--- src/rtl/word_serializer.sv ---
// Parallel-to-serial stage feeding the sequence detector: takes WIDTH-bit words
// over valid/ready and emits one bit per clock on D_out, with optional idle gaps.
module word_serializer #(
   parameter int WIDTH     = 8,
   parameter bit MSB_FIRST = 1'b1,
   parameter int GAP       = 0
) (
   input  logic             clk,
   input  logic             rst,
   input  logic [WIDTH-1:0] word_in,
   input  logic             word_valid,
   output logic             word_ready,
   input  logic             abort,
   output logic             D_out,
   output logic             bit_valid,
   output logic             last_bit,
   output logic             busy,
   output logic [7:0]       words_sent,
   output logic [1:0]       fsm_state
);

   localparam logic [1:0] IDLE     = 2'd0;
   localparam logic [1:0] SHIFT    = 2'd1;
   localparam logic [1:0] GAP_WAIT = 2'd2;

   localparam logic [4:0] LAST_CNT = 5'(WIDTH - 1);
   localparam logic [3:0] GAP_LOAD = (GAP > 0) ? 4'(GAP - 1) : 4'd0;
   localparam bit         NO_GAP   = (GAP == 0);

   // Handshake: a word transfers on a rising edge where word_valid and
   // word_ready are both 1; word_in must stay stable while valid waits on ready.
   logic [1:0]       state;
   logic [WIDTH-1:0] shreg;
   logic [4:0]       bit_cnt;
   logic [3:0]       gap_cnt;
   logic             last_cycle;
   logic             accept;
   logic             first_bit;
   logic             next_bit;
   logic [WIDTH-1:0] load_val;
   logic [WIDTH-1:0] shift_val;

   assign last_cycle = (state == SHIFT) && (bit_cnt == 5'd0);
   assign word_ready = rst && !abort &&
                       ((state == IDLE) || (last_cycle && NO_GAP));
   assign accept     = word_valid && word_ready;

   // D_out holds the current bit; shreg holds only the bits still to come.
   assign first_bit = MSB_FIRST ? word_in[WIDTH-1] : word_in[0];
   assign next_bit  = MSB_FIRST ? shreg[WIDTH-1]   : shreg[0];
   assign load_val  = MSB_FIRST ? (word_in << 1)   : (word_in >> 1);
   assign shift_val = MSB_FIRST ? (shreg << 1)     : (shreg >> 1);

   assign busy      = (state != IDLE);
   assign fsm_state = state;

   always_ff @(posedge clk or negedge rst) begin
      if (!rst) begin
         state      <= IDLE;
         shreg      <= '0;
         bit_cnt    <= 5'd0;
         gap_cnt    <= 4'd0;
         D_out      <= 1'b0;
         bit_valid  <= 1'b0;
         last_bit   <= 1'b0;
         words_sent <= 8'd0;
      end else if (abort) begin
         state     <= IDLE;
         shreg     <= '0;
         bit_cnt   <= 5'd0;
         gap_cnt   <= 4'd0;
         D_out     <= 1'b0;
         bit_valid <= 1'b0;
         last_bit  <= 1'b0;
      end else if (accept) begin
         // Also covers the seamless reload on the final bit when GAP is 0.
         if (last_cycle) words_sent <= words_sent + 8'd1;
         state     <= SHIFT;
         shreg     <= load_val;
         bit_cnt   <= LAST_CNT;
         D_out     <= first_bit;
         bit_valid <= 1'b1;
         last_bit  <= 1'b0;
      end else begin
         case (state)
            SHIFT: begin
               if (bit_cnt == 5'd0) begin
                  words_sent <= words_sent + 8'd1;
                  shreg      <= '0;
                  D_out      <= 1'b0;
                  bit_valid  <= 1'b0;
                  last_bit   <= 1'b0;
                  if (NO_GAP) begin
                     state <= IDLE;
                  end else begin
                     state   <= GAP_WAIT;
                     gap_cnt <= GAP_LOAD;
                  end
               end else begin
                  D_out    <= next_bit;
                  shreg    <= shift_val;
                  bit_cnt  <= bit_cnt - 5'd1;
                  last_bit <= (bit_cnt == 5'd1);
               end
            end
            GAP_WAIT: begin
               if (gap_cnt == 4'd0) state <= IDLE;
               else                 gap_cnt <= gap_cnt - 4'd1;
            end
            default: state <= IDLE;
         endcase
      end
   end

endmodule

--- config.mk ---
export PLATFORM = sky130hd
export DESIGN_NAME = word_serializer
export DESIGN_NICKNAME = d
export VERILOG_FILES = /design/src/rtl/word_serializer.sv
export SDC_FILE = /design/constraint.sdc
export NUM_CORES = 1
export LEC_CHECK = 0
export CAP_MARGIN = 0
export CORE_AREA = 2 2 57 59
export CTS_CLUSTER_SIZE = 14
export DETAILED_ROUTE_END_ITERATION = 6
export DIE_AREA = 0 0 59 61
export GPL_ROUTABILITY_DRIVEN = 1
export HOLD_SLACK_MARGIN = 0.08
export PLACE_DENSITY = 0.72
export SYNTH_ARGS = -nofsm -noshare
export SYNTH_HDL_FRONTEND = slang
export SYNTH_SLANG_ARGS = --single-unit
--- constraint.sdc ---
create_clock -name clk -period 1.7 [get_ports clk]
set_input_delay 0.255 -clock clk [delete_from_list [all_inputs] [get_ports clk]]
set_output_delay 0.255 -clock clk [all_outputs]
set_load 0.05 [all_outputs]
# Word-level counts from Yosys, hierarchy flattened
# Cells that the tools add are included.
[op_classes]
add_sub_neg = 3
n_eq_ne = 9
mux = 33
bitwise_logic = 1
reduce_logical = 20
[op_table]
columns = ["cell", "count"]
rows = [
  ["$mux W8", 8],
  ["$mux W5", 4],
  ["$mux W4", 4],
  ["$mux W1", 12],
  ["$add A8 B1 Y8 const B", 1],
  ["$mux W2", 4],
  ["$reduce_bool A2 Y1", 4],
  ["$ne A2 B2 Y1 const B", 3],
  ["$reduce_and A2 Y1", 3],
  ["$reduce_bool A3 Y1", 2],
  ["$eq A5 B1 Y1 const B", 1],
  ["$logic_not A5 Y1", 1],
  ["$sub A5 B1 Y5 const B", 1],
  ["$logic_and A1 B1 Y1", 4],
  ["$logic_not A4 Y1", 1],
  ["$ne A4 B3 Y1 const B", 1],
  ["$ne A4 B4 Y1 const B", 1],
  ["$pmux W2 S2", 1],
  ["$reduce_and A4 Y1", 1],
  ["$sub A4 B1 Y4 const B", 1],
  ["$ne A3 B3 Y1 const B", 1],
  ["$reduce_and A3 Y1", 1],
  ["$eq A2 B1 Y1 const B", 1],
  ["$eq A2 B2 Y1 const B", 1],
  ["4 further kinds", 4],
]
[totals]
ff_bits = 30
input_bits = 12
output_inout_bits = 15
word_cells = 74

# Logic depth before layout (Yosys ltp)
# Gate-level depths: netlist of run 1.
[logic_depth]
ltp_word = 7
mapped_depth = 6
ltp_nobuf = 5

# Worst setup path after synthesis of run 1
# Ideal clock, no wire load.
[synth_path]
path_kind = "reg-to-output"
startpoint = "register bit_cnt[0]"
endpoint = "output port word_ready"
arrival_ns = 2.282
required_ns = 1.445
slack_ns = -0.837
stages_incl_launch_ff = 6
path_buffers = 0
path_cell_list = "dfrtp_1 -> inv_1 -> ha_1 -> nor4b_2 -> nor2_1 -> nor3b_1"
[synth_between]
elab_chain_len = 4
[synth_rtl]
columns = ["item", "line_no", "text"]
rows = [
  ["from (decl)", "34", "logic [4:0] bit_cnt;"],
  ["from (signal assigned)", "102", "bit_cnt <= bit_cnt - 5'd1;"],
  ["$logic_not A5 Y1", "43", "assign last_cycle = (state == SHIFT) && (bit_cnt == 5'd0);"],
  ["$logic_and A1 B1 Y1", "43", ""],
  ["$logic_or A1 B1 Y1", "45", "((state == IDLE) || (last_cycle && NO_GAP));"],
  ["$logic_and A1 B1 Y1", "44", "assign word_ready = rst && !abort &&"],
  ["to (decl)", "12", "output logic word_ready,"],
]
# No other way between the ends.

# Worst setup path after layout of run 1
# Ends and elaborated chain as after synthesis.

==> metrics, run 1 <==
mapped cell area 1270 sq um; Synth Register Bits 24; post-DP HPWL 2.37 mm; LEAKAGE 0.858 nW; syn_area_per_cell 11.6 sq um; Mapped Cells 110; Design Power 1.80 mW; r2r setup slk -0.14 ns; Final Cycle Share 115%; met1 Usage GRT 22.3%; post-synthesis sequential area ratio 47.2%; Final setup violation count 14; # IOs 27; CP max FO 2; via/cell ratio 5.71; Vias 1124; PwrDens 946 nW/um^2; CTS clk-pin slew, worst paths 0.14 ns; status finished, violations left; grt peak-use layer met2; Placed Cells 186; Post-synth ARST share 100%; Die H 61 um; Setup CP Type reg2out; hold_buf cts 0; critical path required time 1.44 ns; clock skew 0.00333 ns; worst vdd ir 0.329 mV; fraction of layout cells with a size suffix above 1 41.5%; Setup TNS -1.54 ns; DR iter-0 viols 47; Layout Nets 181; clk buf depth 2; Worst R2R Start bit_cnt[0]; root buffer cell clkbuf_4; DRC 0; GR met2 Demand/Resource 34.9%; fillers 234; # diodes 0; Initial Util 43.1%; Post-DRT Antenna Nets 0; Critical Path Sink Type primary output; pin count of the biggest net entering global routing 15; initial antenna violation count 0; DR WL/cell 16.1 um; r2r worst-path depth 6; worst slack at placement -0.0630 ns; critical path launch point type flip-flop; Ys Warns 0; number of synthesized flops with an enable pin 0; RSZ-0062 raised after global routing yes; Die X 59 um; die area 3600 sq um; final std cells w/o fill 197; Final GP Congestion 0.843; FP Rows 20; PortBufs 25; grt met3 use 2.77%; Hold Vio Cnt, Final 0; via count of the first global-routing pass 1145; Clock Sinks 24; max frequency 511 MHz; worst path arrival time 1.70 ns; min-delay worst type in2async; failing checks setup timing; commonest non-fill, non-tap cell in the layout buf_4; post-layout util 64.5%; Area Growth Syn to Fin 49.5%; gr usage total 18.7%; post-layout minimum cycle time 1.96 ns; PnR worst setup slack -0.259 ns; TritonCTS Buffers 3; global-route wire length before repair 5.09 mm; Clock Latency Late Sink 0.32 ns; max cap viols 0; Top FF cell, synth dfrtp_1; Slew Limit Fails 0; Synth cell types 45; drt total wl 3.18 mm; grt ovf 0; CTS tree yes; drt pass-1 iters 4; Core Area 2950 sq um; RR Endpoint bit_cnt[2]; Post-Syn Nets 126; most frequent cells in the layout 40 x buf_4, 23 x dfrtp_1, 11 x clkdlybuf4s50_1, 7 x a221o_1, 7 x xnor2_1; H-tree depth 1
how the worst max path moves through the flow:
stage / start / to
floorplan: bit_cnt[0] / word_ready
global placement: bit_cnt[1] / shreg[2]
detailed placement: abort / shreg[5]
CTS: bit_cnt[0] / word_ready
global route: bit_cnt[1] / word_ready
finish: bit_cnt[0] / word_ready
cell usage after synthesis (all sizes together) (2+ instances only):
| master | count | share of area, % |
|---|---|---|
| a211oi | 2 | 1.2 |
| a21oi | 2 | 1.7 |
| a221o | 7 | 5.5 |
| a311oi | 3 | 2.6 |
| a31oi | 2 | 0.98 |
| and2 | 5 | 2.5 |
| and4b | 2 | 1.6 |
| buf | 6 | 3.6 |
| dfrtp | 24 | 47 |
| ha | 4 | 3.9 |
| inv | 4 | 1.2 |
| nand2 | 4 | 1.2 |
| nand3 | 3 | 1.2 |
| nand4 | 4 | 2.0 |
| nor2 | 3 | 0.88 |
| nor3b | 3 | 1.8 |
| nor4b | 2 | 1.9 |
| o211ai | 2 | 1.2 |
| o21ai | 2 | 0.79 |
| xnor2 | 7 | 4.8 |
what timing repair did:
| item | 4_1_cts | 5_1_grt |
|---|---|---|
| endpoints found under the hold margin | 0 | 0 |
| setup endpoints to repair | 11 | 16 |
| setup buffers | 5 | 2 |
| cloned | 0 | 0 |
| pin swaps | 6 | 6 |
| gates resized for setup | 1 | 11 |
stage by stage:
step | hold WS (ns) | instance area, sq um
after floorplan | -0.0406 | 1310
after detailed placement | 0.468 | 1740
final | 0.300 | 1900
after global routing | 0.297 | 1900
after global placement | 0.464 | 1740
after CTS | 0.296 | 1840
per-layer routing:
| metal | part of all wire, % | wire [um] |
|---|---|---|
| met1 | 41 | 1320 |
| met4 | 0.44 | 14 |
| met5 | 0 | 0 |
| met2 | 54 | 1720 |
| met3 | 4.1 | 131 |
cell type report:
class	count	area, sq um	area share, %
flip-flops and latches	24	602	31.6
repair buffers	56	493	25.9
well taps	33	41.3	2.17
clock buffers	3	22.5	1.18
inverters	4	15.0	0.788
multi-input cells	76	701	36.8
clock inverters	1	30.0	1.58
registers in the layout, indices dropped and copies added, names as in the netlist:
signal,flops
D_out,1
words_sent,8
bit_valid,1
bit_cnt,5
fsm_state,1
shreg,7
last_bit,1
power by group:
part	internal (mW)	leakage [nW]	switching, mW
registers	0.630	0.322	0.0742
clock network	0.238	0.0279	0.183
logic	0.307	0.507	0.369
total	1.18	0.858	0.626
logic make-up (layout without fill, tap and decap cells):
group,count (synthesis),count (layout),share of synthesized area (%)
and+or+nand+nor,36,36,19.2
AOI/OAI and AO/OA,26,26,18.2
DFF,24,24,47.2
buffers and inverters,10,64,4.81
xor gates and xnor gates,7,7,4.81
adders and majority gates,4,4,3.93
muxes,2,2,1.67
other,1,1,0.294
critical path, cell delays in order, from the launching register on:
cell     delay (ns)
dfrtp_1        0.42
inv_2          0.08
ha_4           0.14
nor4b_4        0.24
nor2_2         0.10
nor3b_4        0.24
buf_12         0.17
(Power assumes the default switching activity.)
==> inputs of run 2 (changes only) <==
--- a/config.mk
+++ b/config.mk
@@ -5,11 +5,11 @@
 export SDC_FILE = /design/constraint.sdc
 export NUM_CORES = 1
 export LEC_CHECK = 0
+export ABC_CLOCK_PERIOD_IN_PS = 1700
 export CAP_MARGIN = 0
-export CORE_AREA = 2 2 57 59
-export CTS_CLUSTER_SIZE = 14
+export CORE_AREA = 5 5 60 62
 export DETAILED_ROUTE_END_ITERATION = 6
-export DIE_AREA = 0 0 59 61
+export DIE_AREA = 0 0 65 67
 export GPL_ROUTABILITY_DRIVEN = 1
 export HOLD_SLACK_MARGIN = 0.08
 export PLACE_DENSITY = 0.72
==> metrics, run 2 (synthesis results as in run 1) <==
Clock Sinks 24 (unchanged); Initial Util 42.8% (-0.36 points); CP max FO 2 (unchanged); global-route wire length before repair 5.29 mm (+3.9%); Area Growth Syn to Fin 43.8%; drt total wl 3.12 mm (-1.9%); Slew Limit Fails 0 (unchanged); most frequent cells in the layout 32 x buf_4, 23 x dfrtp_1, 11 x clkdlybuf4s50_1, 7 x a221o_1, 7 x xnor2_1; LEAKAGE 0.816 nW (-4.9%); Setup CP Type reg2out; PnR worst setup slack -0.248 ns (+0.0106 ns); status finished, violations left; Clock Latency Late Sink 0.32 ns (about the same); Design Power 1.77 mW (-1.7%); die area 4360 sq um (+21%); Die H 67 um (+9.8%); gr usage total 15.5% (-3.1 points); H-tree depth 1 (unchanged); DR WL/cell 16.5 um (+2.2%); CTS tree yes; via count of the first global-routing pass 1120 (-2.2%); drt pass-1 iters 4 (unchanged); grt ovf 0 (unchanged); via/cell ratio 5.72 (+0.25%); Final GP Congestion 0.919 (+9.0%); Core Area 2980 sq um (+0.85%); Hold Vio Cnt, Final 0 (unchanged); Placed Cells 179 (-3.8%); Final setup violation count 14 (unchanged); RSZ-0062 raised after global routing yes; clock skew 0.00814 ns (+0.00480 ns); worst hold slack 0.307 ns (+0.00604 ns); Largest register FFs 8 (unchanged); Worst R2R Start bit_cnt[1]; worst path arrival time 1.69 ns (about the same); worst slack at placement 0.00703 ns (+0.0700 ns); critical path launch point type flip-flop; CTS clk-pin slew, worst paths 0.15 ns (about the same); post-layout util 61.5% (-3.0 points); Top reg by flops words_sent; DRC 0 (unchanged); worst vdd ir 0.393 mV (+20%); max frequency 513 MHz (+0.54%); initial antenna violation count 0 (unchanged); final std cells w/o fill 189 (-4.1%); min-delay worst type in2async; commonest non-fill, non-tap cell in the layout buf_4; failing checks setup timing; largest registers words_sent x8, shreg x7, bit_cnt x5; pin count of the biggest net entering global routing 22 (+7); # diodes 0 (unchanged); clk buf depth 2 (unchanged); FP Rows 20 (unchanged); post-layout minimum cycle time 1.95 ns (-0.0106 ns); Vias 1081 (-3.8%); critical path required time 1.44 ns (about the same); RR Endpoint bit_cnt[2]; DR iter-0 viols 43 (-8.5%); TritonCTS Buffers 3 (unchanged); Final Cycle Share 115% (-0.62 points); Post-DRT Antenna Nets 0 (unchanged); Critical Path Sink Type primary output; Die X 65 um (+10%); post-DP HPWL 2.24 mm (-5.4%); root buffer cell clkbuf_4; r2r worst-path depth 7 (+1); fraction of layout cells with a size suffix above 1 38.5% (-3.0 points); Layout Nets 173 (-4.4%); PwrDens 968 nW/um^2 (+2.2%); max cap viols 0 (unchanged); PortBufs 25 (unchanged); r2r setup slk -0.20 ns (-0.06 ns); # IOs 27 (unchanged)
[run 2: layer usage]
layer	GRT usage, %	up-vias	wire length (um)
li1	-	513	-
met1	20.5	542	1430
met2	25.9	22	1540
met3	2.53	4	126
met4	4.75	0	25
met5	0	-	0
[run 2: timing repair]
| item | in CTS | in global routing |
|---|---|---|
| hold buffers | 0 | 0 |
| resized for setup | 2 | 8 |
| pin swaps | 8 | 8 |
| setup buffers | 4 | 2 |
| endpoints found under the setup margin | 2 | 16 |
[run 2: how the worst max path moves through the flow]
| stage | startpoint | to | slack (ns) |
|---|---|---|---|
| floorplan | bit_cnt[0] | word_ready | -0.06 |
| global placement | abort | shreg[6] | 0.03 |
| detailed placement | abort | shreg[4] | 0.007 |
| CTS | bit_cnt[1] | word_ready | -0.24 |
| global route | bit_cnt[0] | word_ready | -0.33 |
| finish | bit_cnt[1] | word_ready | -0.25 |
[run 2: cell type report]
| class | count | area [sq um] |
|---|---|---|
| inverters | 4 | 15.0 |
| multi-input cells | 76 | 688 |
| flip-flops and latches | 24 | 602 |
| fillers | 243 | 1150 |
| well taps | 33 | 41.3 |
| repair buffers | 48 | 433 |
| clock inverters | 1 | 30.0 |
| clock buffers | 3 | 22.5 |
[run 2: worst max-delay path: stages (launching register included)]
cell and delay, ns:
dfrtp_1 0.42, inv_2 0.08, ha_4 0.13, nor4b_4 0.25
nor2_2 0.09, nor3b_4 0.24, buf_12 0.16
[run 2: per-stage QoR]
step	TNS (ns)	cell area [sq um]
floorplan	-0.0919	1310
global placement	0	1690
detailed placement	0	1690
CTS	-1.72	1780
global route	-2.96	1830
finish	-2.24	1830
[run 2: power by group]
group          switching (mW)  internal, mW  total, mW
combinational           0.362         0.288      0.650
clock                   0.183         0.238      0.421
sequential             0.0708         0.630      0.701
total                   0.616          1.16       1.77
==> inputs of run 3 (changes only) <==
==> config.mk (replaced) <==
export PLATFORM = sky130hd
export DESIGN_NAME = word_serializer
export DESIGN_NICKNAME = d
export VERILOG_FILES = /design/src/rtl/word_serializer.sv
export SDC_FILE = /design/constraint.sdc
export NUM_CORES = 1
export LEC_CHECK = 0
export ABC_CLOCK_PERIOD_IN_PS = 1800
export CAP_MARGIN = 0
export CORE_AREA = 5 5 57 59
export DETAILED_ROUTE_END_ITERATION = 6
export DIE_AREA = 0 0 62 64
export GPL_ROUTABILITY_DRIVEN = 1
export HOLD_SLACK_MARGIN = 0.08
export PLACE_DENSITY = 0.76
export SYNTH_ARGS = -nofsm -noshare
export SYNTH_HDL_FRONTEND = slang
export SYNTH_SLANG_ARGS = --single-unit
==> constraint.sdc (replaced) <==
create_clock -name clk -period 1.8 [get_ports clk]
set_input_delay 0.27 -clock clk [delete_from_list [all_inputs] [get_ports clk]]
set_output_delay 0.27 -clock clk [all_outputs]
set_load 0.02 [all_outputs]
==> metrics, run 3 (synthesis results as in run 1) <==
LEAKAGE 0.799 nW (-2.1%); worst vdd ir 0.640 mV (+63%); PnR worst setup slack -0.146 ns (+0.103 ns); largest registers words_sent x8, shreg x7, bit_cnt x5; post-DP HPWL 2.33 mm (+4.0%); gr usage total 18.0% (+2.5 points); fraction of layout cells with a size suffix above 1 29.1% (-9.3 points); TritonCTS Buffers 3 (unchanged); WP buf/inv 3 (+1); Clock Sinks 24 (unchanged); Final Cycle Share 108%; CTS tree yes; Core Area 2660 sq um (-11%); # diodes 0 (unchanged); failing checks setup timing; Die H 64 um (-4.5%); global-route wire length before repair 5.41 mm (+2.3%); Design Power 1.58 mW (-11%); hold_buf cts 0 (unchanged); Vias 1131 (+4.6%); worst slack at placement -0.241 ns (-0.248 ns); clk buf depth 2 (unchanged); Crit-path slowest cell or4b_4; PortBufs 25 (unchanged); DRC 0 (unchanged); RSZ-0062 raised after global routing yes; fillers 222 (-8.6%); Critical Path Sink Type flip-flop; status finished, violations left; via count of the first global-routing pass 1152 (+2.9%); Largest register FFs 8 (unchanged); Final GP Congestion 0.858 (-6.6%); die area 3970 sq um (-8.9%); CTS clk-pin slew, worst paths 0.14 ns (about the same); worst path arrival time 2.17 ns (+0.48 ns); max frequency 514 MHz; max cap viols 0 (unchanged); post-layout minimum cycle time 1.95 ns; CP max FO 8 (+6); DR iter-0 viols 36 (-16%); Placed Cells 182 (+1.7%); CP Cell Sequence inv_2, ha_4, buf_4, buf_6, or4b_4, a221o_1, o311a_1; most frequent cells in the layout 25 x buf_4, 24 x dfrtp_1, 22 x clkdlybuf4s50_1, 7 x a221o_1, 7 x xnor2_1; Slew Limit Fails 0 (unchanged); via/cell ratio 5.98 (+4.6%); critical path required time 2.02 ns (+0.58 ns); Initial Util 47.8% (+5.1 points); Post-DRT Antenna Nets 0 (unchanged); clock skew 0.00604 ns (-0.00210 ns); commonest non-fill, non-tap cell in the layout buf_4; Clock Latency Late Sink 0.33 ns (about the same); H-tree depth 1 (unchanged); drt total wl 3.37 mm (+8.1%); Layout Nets 175 (+1.2%); initial antenna violation count 0 (unchanged); Critical Path Max Stage Delay 0.54 ns (+0.12 ns); root buffer cell clkbuf_4; critical path launch point type flip-flop; FP Rows 19 (-5.0%); # IOs 27 (unchanged); drt pass-1 iters 4 (unchanged); Top reg by flops words_sent; Top delay family on crit path simple AND/OR/NAND/NOR gates; Die X 62 um (-4.6%); Area Growth Syn to Fin 42.2%; pin count of the biggest net entering global routing 17 (-23%); min-delay worst type in2async; DR WL/cell 17.8 um (+8.1%); Setup CP Type reg2reg; final std cells w/o fill 189 (unchanged); PwrDens 870 nW/um^2 (-10%); grt ovf 0 (unchanged); Hold Vio Cnt, Final 0 (unchanged); Final setup violation count 13 (-1)
run 3: cell types whose count changed in the layout (fill, tap and decap cells not counted), moves of 2 or more:
cell	delta
dlygate4sd2_1	+2
buf_4	-7
a311oi_2	-2
a311oi_1	+2
buf_12	-3
clkdlybuf4s50_1	+11
run 3: final timing paths:
| check | startpoint | to | slack [ns] | cells after the start |
|---|---|---|---|---|
| setup / recovery | bit_cnt[0] | bit_cnt[2] | -0.15 | 7 |
| hold / removal | rst | bit_valid | 0.30 | 2 |
| setup reg to reg | bit_cnt[0] | bit_cnt[2] | -0.15 | 7 |
| hold reg to reg | words_sent[7] | words_sent[7] | 0.48 | 1 |
| max in group asynchronous | rst | bit_cnt[2] | 1.21 | 3 |
| min in group clk | words_sent[7] | words_sent[7] | 0.48 | 1 |
run 3: layer usage:
| metal | track usage [%] | wire (um) |
|---|---|---|
| met1 | 23.2 | 1380 |
| met2 | 29.5 | 1720 |
| met3 | 2.82 | 189 |
| met4 | 6.90 | 79 |
| met5 | 0 | 0 |
run 3: per-stage QoR:
step           hold WS (ns)  setup TNS, ns  instance area [sq um]  util [%]
2_1_floorplan       -0.0256              0                   1280         -
4_1_cts               0.277         -0.154                   1780      67.0
5_1_grt               0.290          -1.93                   1810      68.0
6_report              0.296         -0.926                   1810      68.0
3_3_place_gp          0.462         -0.183                   1690      63.3
3_5_place_dp          0.474         -0.640                   1690      63.3
run 3: repair_timing:
item	4_1_cts	5_1_grt
pin swaps	2	4
gates resized for setup	16	6
buffers inserted	2	2
hold endpoints to repair	0	0
setup endpoints to repair	15	14
run 3: cell type report:
class | instances | area [sq um] | area share, %
clock inverter | 1 | 30.0 | 1.66
sequential | 24 | 601 | 33.1
inverter | 4 | 15.0 | 0.829
clock buffer | 3 | 22.5 | 1.24
multi-input combinational | 76 | 668 | 36.9
timing repair buffer | 50 | 437 | 24.1
tap | 31 | 38.8 | 2.14
run 3: power by group:
group | switching [mW] | leakage (nW) | internal [mW]
combinational | 0.251 | 0.447 | 0.266
sequential | 0.0586 | 0.324 | 0.595
clock | 0.180 | 0.0279 | 0.225
run 3: worst register-to-register path, cell delays in order, from the launching register on:
cell and delay [ns]:
dfrtp_1 0.43, inv_2 0.10, ha_4 0.14, buf_4 0.10
buf_6 0.08, or4b_4 0.54, a221o_1 0.34, o311a_1 0.13
